**src/rtl/vgm_pkg.sv**
```systemverilog
// Shared definitions for the vector generator sequencing logic: state
// encoding and step-index sizing reused by VGM wrappers and the layer top.
package vgm_pkg;

    localparam int NZW_DEFAULT = 6;
    localparam int STEP_W      = $clog2(NZW_DEFAULT) + 1;

    typedef enum logic [2:0] {
        ST_IDLE     = 3'd0,
        ST_SETUP    = 3'd1,
        ST_WAIT_ACT = 3'd2,
        ST_CLEAR    = 3'd3,
        ST_RUN      = 3'd4,
        ST_DRAIN    = 3'd5,
        ST_OUT      = 3'd6,
        ST_DONE     = 3'd7
    } state_e;

    function automatic int step_w(input int nzw);
        return $clog2(nzw) + 1;
    endfunction

    function automatic int max3(input int a, input int b, input int c);
        int m;
        m = (a > b) ? a : b;
        return (m > c) ? m : c;
    endfunction

endpackage

```
**src/rtl/vgm_cycle_counter.sv**
```systemverilog
// Down-counter with load and a zero flag; times the SETUP, RUN and DRAIN
// phases of the sequencer. Load takes priority over decrement.
module vgm_cycle_counter #(
    parameter int W = 4
) (
    input  logic         clk,
    input  logic         rst,
    input  logic         load,
    input  logic [W-1:0] load_val,
    input  logic         dec,
    output logic         zero
);

    logic [W-1:0] cnt_q, cnt_d;

    always_comb begin
        cnt_d = cnt_q;
        if (load)
            cnt_d = load_val;
        else if (dec && cnt_q != '0)
            cnt_d = cnt_q - 1'b1;
    end

    always_ff @(posedge clk) begin
        if (rst)
            cnt_q <= '0;
        else
            cnt_q <= cnt_d;
    end

    assign zero = (cnt_q == '0);

endmodule

```
**src/rtl/vgm_sequencer.sv**
```systemverilog
// Per-layer sequencer for one vector generator and its MAC array: config,
// setup wait, per-tile clear/run/drain, and result hand-off downstream.
module vgm_sequencer
    import vgm_pkg::*;
#(
    parameter int NON_ZERO_WEIGHTS = 6,
    parameter int SETUP_CYCLES     = 3,
    parameter int PIPE_LAT         = 2,
    parameter int TILE_W           = 8
) (
    input  logic                              clk,
    input  logic                              rst,
    input  logic                              cfg_valid,
    output logic                              cfg_ready,
    input  logic [TILE_W-1:0]                 cfg_num_tiles,
    input  logic                              act_valid,
    output logic                              act_ready,
    output logic                              vgm_rst_n,
    output logic                              mac_clear,
    output logic                              mac_en,
    output logic                              mac_last,
    output logic [$clog2(NON_ZERO_WEIGHTS):0] step,
    output logic                              res_valid,
    input  logic                              res_ready,
    output logic [TILE_W-1:0]                 tile_idx,
    output logic                              busy,
    output logic                              done
);

    localparam int SW = step_w(NON_ZERO_WEIGHTS);
    localparam int CW = $clog2(max3(SETUP_CYCLES, NON_ZERO_WEIGHTS, PIPE_LAT) + 1);

    state_e            state_q, state_d;
    logic [TILE_W-1:0] num_tiles_q, num_tiles_d;
    logic [TILE_W-1:0] tile_idx_q, tile_idx_d;
    logic [SW-1:0]     step_q, step_d;
    logic              vgm_rst_n_q, vgm_rst_n_d;
    logic              mac_clear_q, mac_clear_d;
    logic              mac_en_q, mac_en_d;
    logic              mac_last_q, mac_last_d;
    logic              res_valid_q, res_valid_d;
    logic              busy_q, busy_d;
    logic              done_q, done_d;

    logic              cnt_load, cnt_dec, cnt_zero;
    logic [CW-1:0]     cnt_val;

    vgm_cycle_counter #(.W(CW)) u_cnt (
        .clk      (clk),
        .rst      (rst),
        .load     (cnt_load),
        .load_val (cnt_val),
        .dec      (cnt_dec),
        .zero     (cnt_zero)
    );

    always_comb begin
        state_d     = state_q;
        num_tiles_d = num_tiles_q;
        tile_idx_d  = tile_idx_q;
        step_d      = step_q;
        vgm_rst_n_d = vgm_rst_n_q;
        cnt_load    = 1'b0;
        cnt_val     = '0;
        cnt_dec     = 1'b0;

        case (state_q)
            ST_IDLE: begin
                if (cfg_valid) begin
                    num_tiles_d = cfg_num_tiles;
                    tile_idx_d  = '0;
                    if (cfg_num_tiles == '0) begin
                        state_d = ST_DONE;
                    end else begin
                        vgm_rst_n_d = 1'b1;
                        if (SETUP_CYCLES == 0) begin
                            state_d = ST_WAIT_ACT;
                        end else begin
                            state_d  = ST_SETUP;
                            cnt_load = 1'b1;
                            cnt_val  = CW'(SETUP_CYCLES - 1);
                        end
                    end
                end
            end
            ST_SETUP: begin
                if (cnt_zero)
                    state_d = ST_WAIT_ACT;
                else
                    cnt_dec = 1'b1;
            end
            ST_WAIT_ACT: begin
                if (act_valid)
                    state_d = ST_CLEAR;
            end
            ST_CLEAR: begin
                state_d  = ST_RUN;
                step_d   = '0;
                cnt_load = 1'b1;
                cnt_val  = CW'(NON_ZERO_WEIGHTS - 1);
            end
            ST_RUN: begin
                // Counter holds the steps remaining; step_q is the index shown to the VGM.
                if (cnt_zero) begin
                    step_d = '0;
                    if (PIPE_LAT == 0) begin
                        state_d = ST_OUT;
                    end else begin
                        state_d  = ST_DRAIN;
                        cnt_load = 1'b1;
                        cnt_val  = CW'(PIPE_LAT - 1);
                    end
                end else begin
                    cnt_dec = 1'b1;
                    step_d  = step_q + 1'b1;
                end
            end
            ST_DRAIN: begin
                if (cnt_zero)
                    state_d = ST_OUT;
                else
                    cnt_dec = 1'b1;
            end
            ST_OUT: begin
                if (res_ready) begin
                    if (tile_idx_q == num_tiles_q - TILE_W'(1)) begin
                        state_d = ST_DONE;
                    end else begin
                        tile_idx_d = tile_idx_q + 1'b1;
                        state_d    = ST_WAIT_ACT;
                    end
                end
            end
            ST_DONE: begin
                state_d     = ST_IDLE;
                vgm_rst_n_d = 1'b0;
            end
            default: state_d = ST_IDLE;
        endcase

        // Outputs are decoded from the next state so they line up with state_q.
        mac_clear_d = (state_d == ST_CLEAR);
        mac_en_d    = (state_d == ST_RUN);
        mac_last_d  = (state_d == ST_RUN) && (step_d == SW'(NON_ZERO_WEIGHTS - 1));
        res_valid_d = (state_d == ST_OUT);
        busy_d      = (state_d != ST_IDLE);
        done_d      = (state_d == ST_DONE);
    end

    always_ff @(posedge clk) begin
        if (rst) begin
            state_q     <= ST_IDLE;
            num_tiles_q <= '0;
            tile_idx_q  <= '0;
            step_q      <= '0;
            vgm_rst_n_q <= 1'b0;
            mac_clear_q <= 1'b0;
            mac_en_q    <= 1'b0;
            mac_last_q  <= 1'b0;
            res_valid_q <= 1'b0;
            busy_q      <= 1'b0;
            done_q      <= 1'b0;
        end else begin
            state_q     <= state_d;
            num_tiles_q <= num_tiles_d;
            tile_idx_q  <= tile_idx_d;
            step_q      <= step_d;
            vgm_rst_n_q <= vgm_rst_n_d;
            mac_clear_q <= mac_clear_d;
            mac_en_q    <= mac_en_d;
            mac_last_q  <= mac_last_d;
            res_valid_q <= res_valid_d;
            busy_q      <= busy_d;
            done_q      <= done_d;
        end
    end

    assign cfg_ready = (state_q == ST_IDLE);
    assign act_ready = (state_q == ST_WAIT_ACT);
    assign vgm_rst_n = vgm_rst_n_q;
    assign mac_clear = mac_clear_q;
    assign mac_en    = mac_en_q;
    assign mac_last  = mac_last_q;
    assign step      = step_q;
    assign res_valid = res_valid_q;
    assign tile_idx  = tile_idx_q;
    assign busy      = busy_q;
    assign done      = done_q;

endmodule
```
**config.mk**
```make
export PLATFORM = sky130hd
export DESIGN_NAME = vgm_sequencer
export DESIGN_NICKNAME = d
export VERILOG_FILES = /design/src/rtl/vgm_pkg.sv /design/src/rtl/vgm_cycle_counter.sv /design/src/rtl/vgm_sequencer.sv
export SDC_FILE = /design/constraint.sdc
export NUM_CORES = 1
export LEC_CHECK = 0
export ABC_AREA = 1
export CAP_MARGIN = 20
export CORE_UTILIZATION = 56
export CTS_CLUSTER_DIAMETER = 50
export DETAILED_ROUTE_END_ITERATION = 7
export HOLD_SLACK_MARGIN = 0.05
export PLACE_DENSITY = 0.84
export SETUP_SLACK_MARGIN = 0.05
export SLEW_MARGIN = 10
export SYNTH_ARGS = -nofsm -noshare
export SYNTH_HDL_FRONTEND = slang
export SYNTH_SLANG_ARGS = --single-unit
```
**constraint.sdc**
```tcl
create_clock -name clk -period 4.35 [get_ports clk]
set_clock_uncertainty 0.15 [all_clocks]
set_input_delay 0.87 -clock clk [delete_from_list [all_inputs] [get_ports clk]]
set_output_delay 0.87 -clock clk [all_outputs]
set_load 0.02 [all_outputs]
```
==> results.cfg <==
[status]
status = completed

[clock_tree]
path_clk_slew_ns = 0.11
insertion_delay_ns = 0.34
cts_max_path_buffers = 2
h-tree-depth = 2
cts_made_buffers = 5
clock-sinks = 33
root_buffer = clkbuf_4
cts_hold_buffers = 0
post_cts_buffers = 0
post_cts_resized = 0
cts_tree = built

[global_routing]
groute.usage.overall_pct = 25.8
grt_max_degree = 23
grt_pass1_wl_mm = 6.81
first_global_vias = 1628
grt_antenna_before_repair = 0
overflow = 0

[floorplan]
core.rowCount = 20
ios = 34
fp.dieW_um = 59.9
initial_core_util_pct = 60.4
fp.dieH_um = 59.9
fp.dieArea_um2 = 3580
core_um2 = 3100

[power]
p_per_area_nw_per_um2 = 470
leakage_nw = 0.992
vdd_drop_max_v = 0.000450

[yosys]
synth_fp_nets = 291
synth_top_cell_area_share_pct = 35.2
synth-async-reset-ratio_pct = 0
synth_top_area_cell = dfxtp_1
synth_compound_area_share_pct = 12.3
synth_cells = 273
synth-xor-area-share_pct = 5.07
synthTopCellsByCount = 56 x nand2_1, 37 x inv_1, 34 x nor2_1
synthesis.area_um2 = 1870
synth_ff_type = dfxtp_1
muxShareOfSynthArea_pct = 0
ys_warn_count = 0
ys_seq_area_share_pct = 35.2
ys_types = 29
ys_ff_latch = 33
synthSimpleGateAreaFrac_pct = 34.1
synth_edf_count = 0
postSynthAreaPerCell_um2 = 6.87
synth_area_leaders = dfxtp_1 35%, nand2_1 11%, inv_1 7.4%
synth_top_family_by_area = simple AND/OR/NAND/NOR gates
synthMostInstantiatedCell = nand2_1
synthAdderAreaFrac_pct = 3.34

[finish]
antenna_cells = 0
fin_util_pct = 75.4
seqCellArea_um2 = 661
area_delta_synth_final_pct = 24.8
multiInputGateArea_um2 = 1030
drive_above_1_share_pct = 11.7
finalNetCount = 326
fillerInstances = 279

[placement]
routabilityCongestion = 0.836
dp_hpwl_mm = 3.08
port_buffers = 33
pre_cts_slack_ns = 1.58

[worst_setup_path]
critPathLaunch = state_q[0]$_SDFF_PP0_
startpoint_type = flip-flop
r2r-end = tile_idx[5]$_SDFFE_PP0P_
rr_startpoint = num_tiles_q[0]$_SDFFE_PP0P_
ff2ff_setup_slack_ns = 2.24
crit_arrival_ns = 1.73
cpMaxStageDelayCell = clkdlybuf4s50_1
max_stage_delay_ns = 0.63
crit_required_ns = 3.33
crit_chain = inv_1, nand2_1, nor2_1, clkdlybuf4s50_1
crit_end = act_ready
worstSetupPathType = reg -> out
worst_r2r_path_depth = 15
critPathCaptureType = primary output
cp_max_fo = 5

[timing]
worstMarginPinSlew_ns = 0.606
slew_headroom_pct = 59.5
fin_ws_ns = 1.60
rsz0062_at_grt = no
clock.fmax_mhz = 364
finalSetupTns_ns = 0
period_needed_ns = 2.75
min_period_over_period_pct = 63.2
drv_slew = 0
hold_viol_final = 0
finalSetupViolCount = 0
fin_hold_ws_ns = 0.321

[detailed_routing]
wl_per_cell_um = 11.7
drt_iter0_drc = 115
viasPerCell = 5.07
route.detailed.drc = 0
vias = 1788
antenna_left = 0
wirelength_mm = 4.12
dr.pass1.iters = 4

[job]
maxCapViolCount = 0

[hold_path]
min_path_type = reg -> reg
whs_path_depth = 2
==> worst max-delay path, delay by kind of cell, from the launching register on <==
family | cells | cell delay (ns)
and+or+nand+nor | 2 | 0.28
buffers and inverters | 2 | 0.72
DFF | 1 | 0.38
==> power by group <==
part | total, W | leakage [nW] | switching, W | internal, W
Clock | 0.000286 | 0.0552 | 0.000109 | 0.000178
Combinational | 0.000431 | 0.668 | 0.000273 | 0.000158
Sequential | 0.000383 | 0.269 | 0.0000352 | 0.000348
==> routing by layer <==
metal  vias up  share of wire, %  global-route usage [%]
li1        941                 -                       -
met1       799                45                    29.3
met2        37                49                    45.4
met3        11               4.0                    6.28
met4         0               2.4                    11.6
met5         -                 0                       0
==> layout by cell type, fill, tap and decap left out <==
cell type	count
a22o_1	1
ha_1	5
nor3_1	3
nand2_1	56
inv_2	4
a21oi_1	18
clkdlybuf4s50_1	33
dfxtp_1	33
nor2_4	2
nand2_4	1
clkinv_2	1
bufinv_16	2
or2_1	1
o211a_1	1
nor2_1	34
o21ai_0	14
inv_1	37
nand3_2	3
a21oi_2	4
xor2_1	6
nand3_1	18
nand4_1	7
xor2_2	1
clkinv_4	1
nor2_2	4
nand2_2	6
o21ai_1	2
nor3_2	2
clkbuf_4	5
xnor2_1	3
a22oi_1	1
==> cells by family after synthesis <==
family	after synthesis
adder cells (fa/ha/maj)	5
buffers and inverters	47
AND/OR/NAND/NOR	137
XOR/XNOR	10
flip-flops	33
AO/OA/AOI/OAI	41
==> layout make-up <==
cell class / count / area share (%)
clock inverter: 3 / 2.78
timing repair buffer: 33 / 14.1
multi-input combinational: 193 / 44.0
inverter: 42 / 6.95
tap: 44 / 2.35
clock buffer: 5 / 1.60
sequential: 33 / 28.2
==> worst min path at each step <==
stage | from | end | slack, ns
after floorplan | u_cnt.cnt_q[1]$_SDFFE_PP0P_ | u_cnt.cnt_q[1]$_SDFFE_PP0P_ | 0.28
after global placement | u_cnt.cnt_q[1]$_SDFFE_PP0P_ | u_cnt.cnt_q[1]$_SDFFE_PP0P_ | 0.29
after detailed placement | u_cnt.cnt_q[2]$_SDFFE_PP0P_ | u_cnt.cnt_q[2]$_SDFFE_PP0P_ | 0.31
after CTS | u_cnt.cnt_q[2]$_SDFFE_PP0P_ | u_cnt.cnt_q[2]$_SDFFE_PP0P_ | 0.33
after global routing | u_cnt.cnt_q[2]$_SDFFE_PP0P_ | u_cnt.cnt_q[2]$_SDFFE_PP0P_ | 0.36
final | u_cnt.cnt_q[2]$_SDFFE_PP0P_ | u_cnt.cnt_q[2]$_SDFFE_PP0P_ | 0.32
==> through the flow <==
step                      total power, W  cells  instance area [um2]
after floorplan                 0.000703    273                 1870
after global placement          0.000800    345                 2240
after detailed placement        0.000810    345                 2240
after CTS                        0.00110    353                 2340
after global routing             0.00118    353                 2340
final                            0.00110    353                 2340
==> flip-flops by register name, summed over array words and instances (netlist names) <==
name / cells
busy: 1
done: 1
mac_clear: 1
mac_en: 1
mac_last: 1
num_tiles_q: 8
res_valid: 1
state_q: 3
step: 4
tile_idx: 8
u_cnt.cnt_q: 3
vgm_rst_n: 1
No activity file was read; power rests on OpenSTA's default activity.
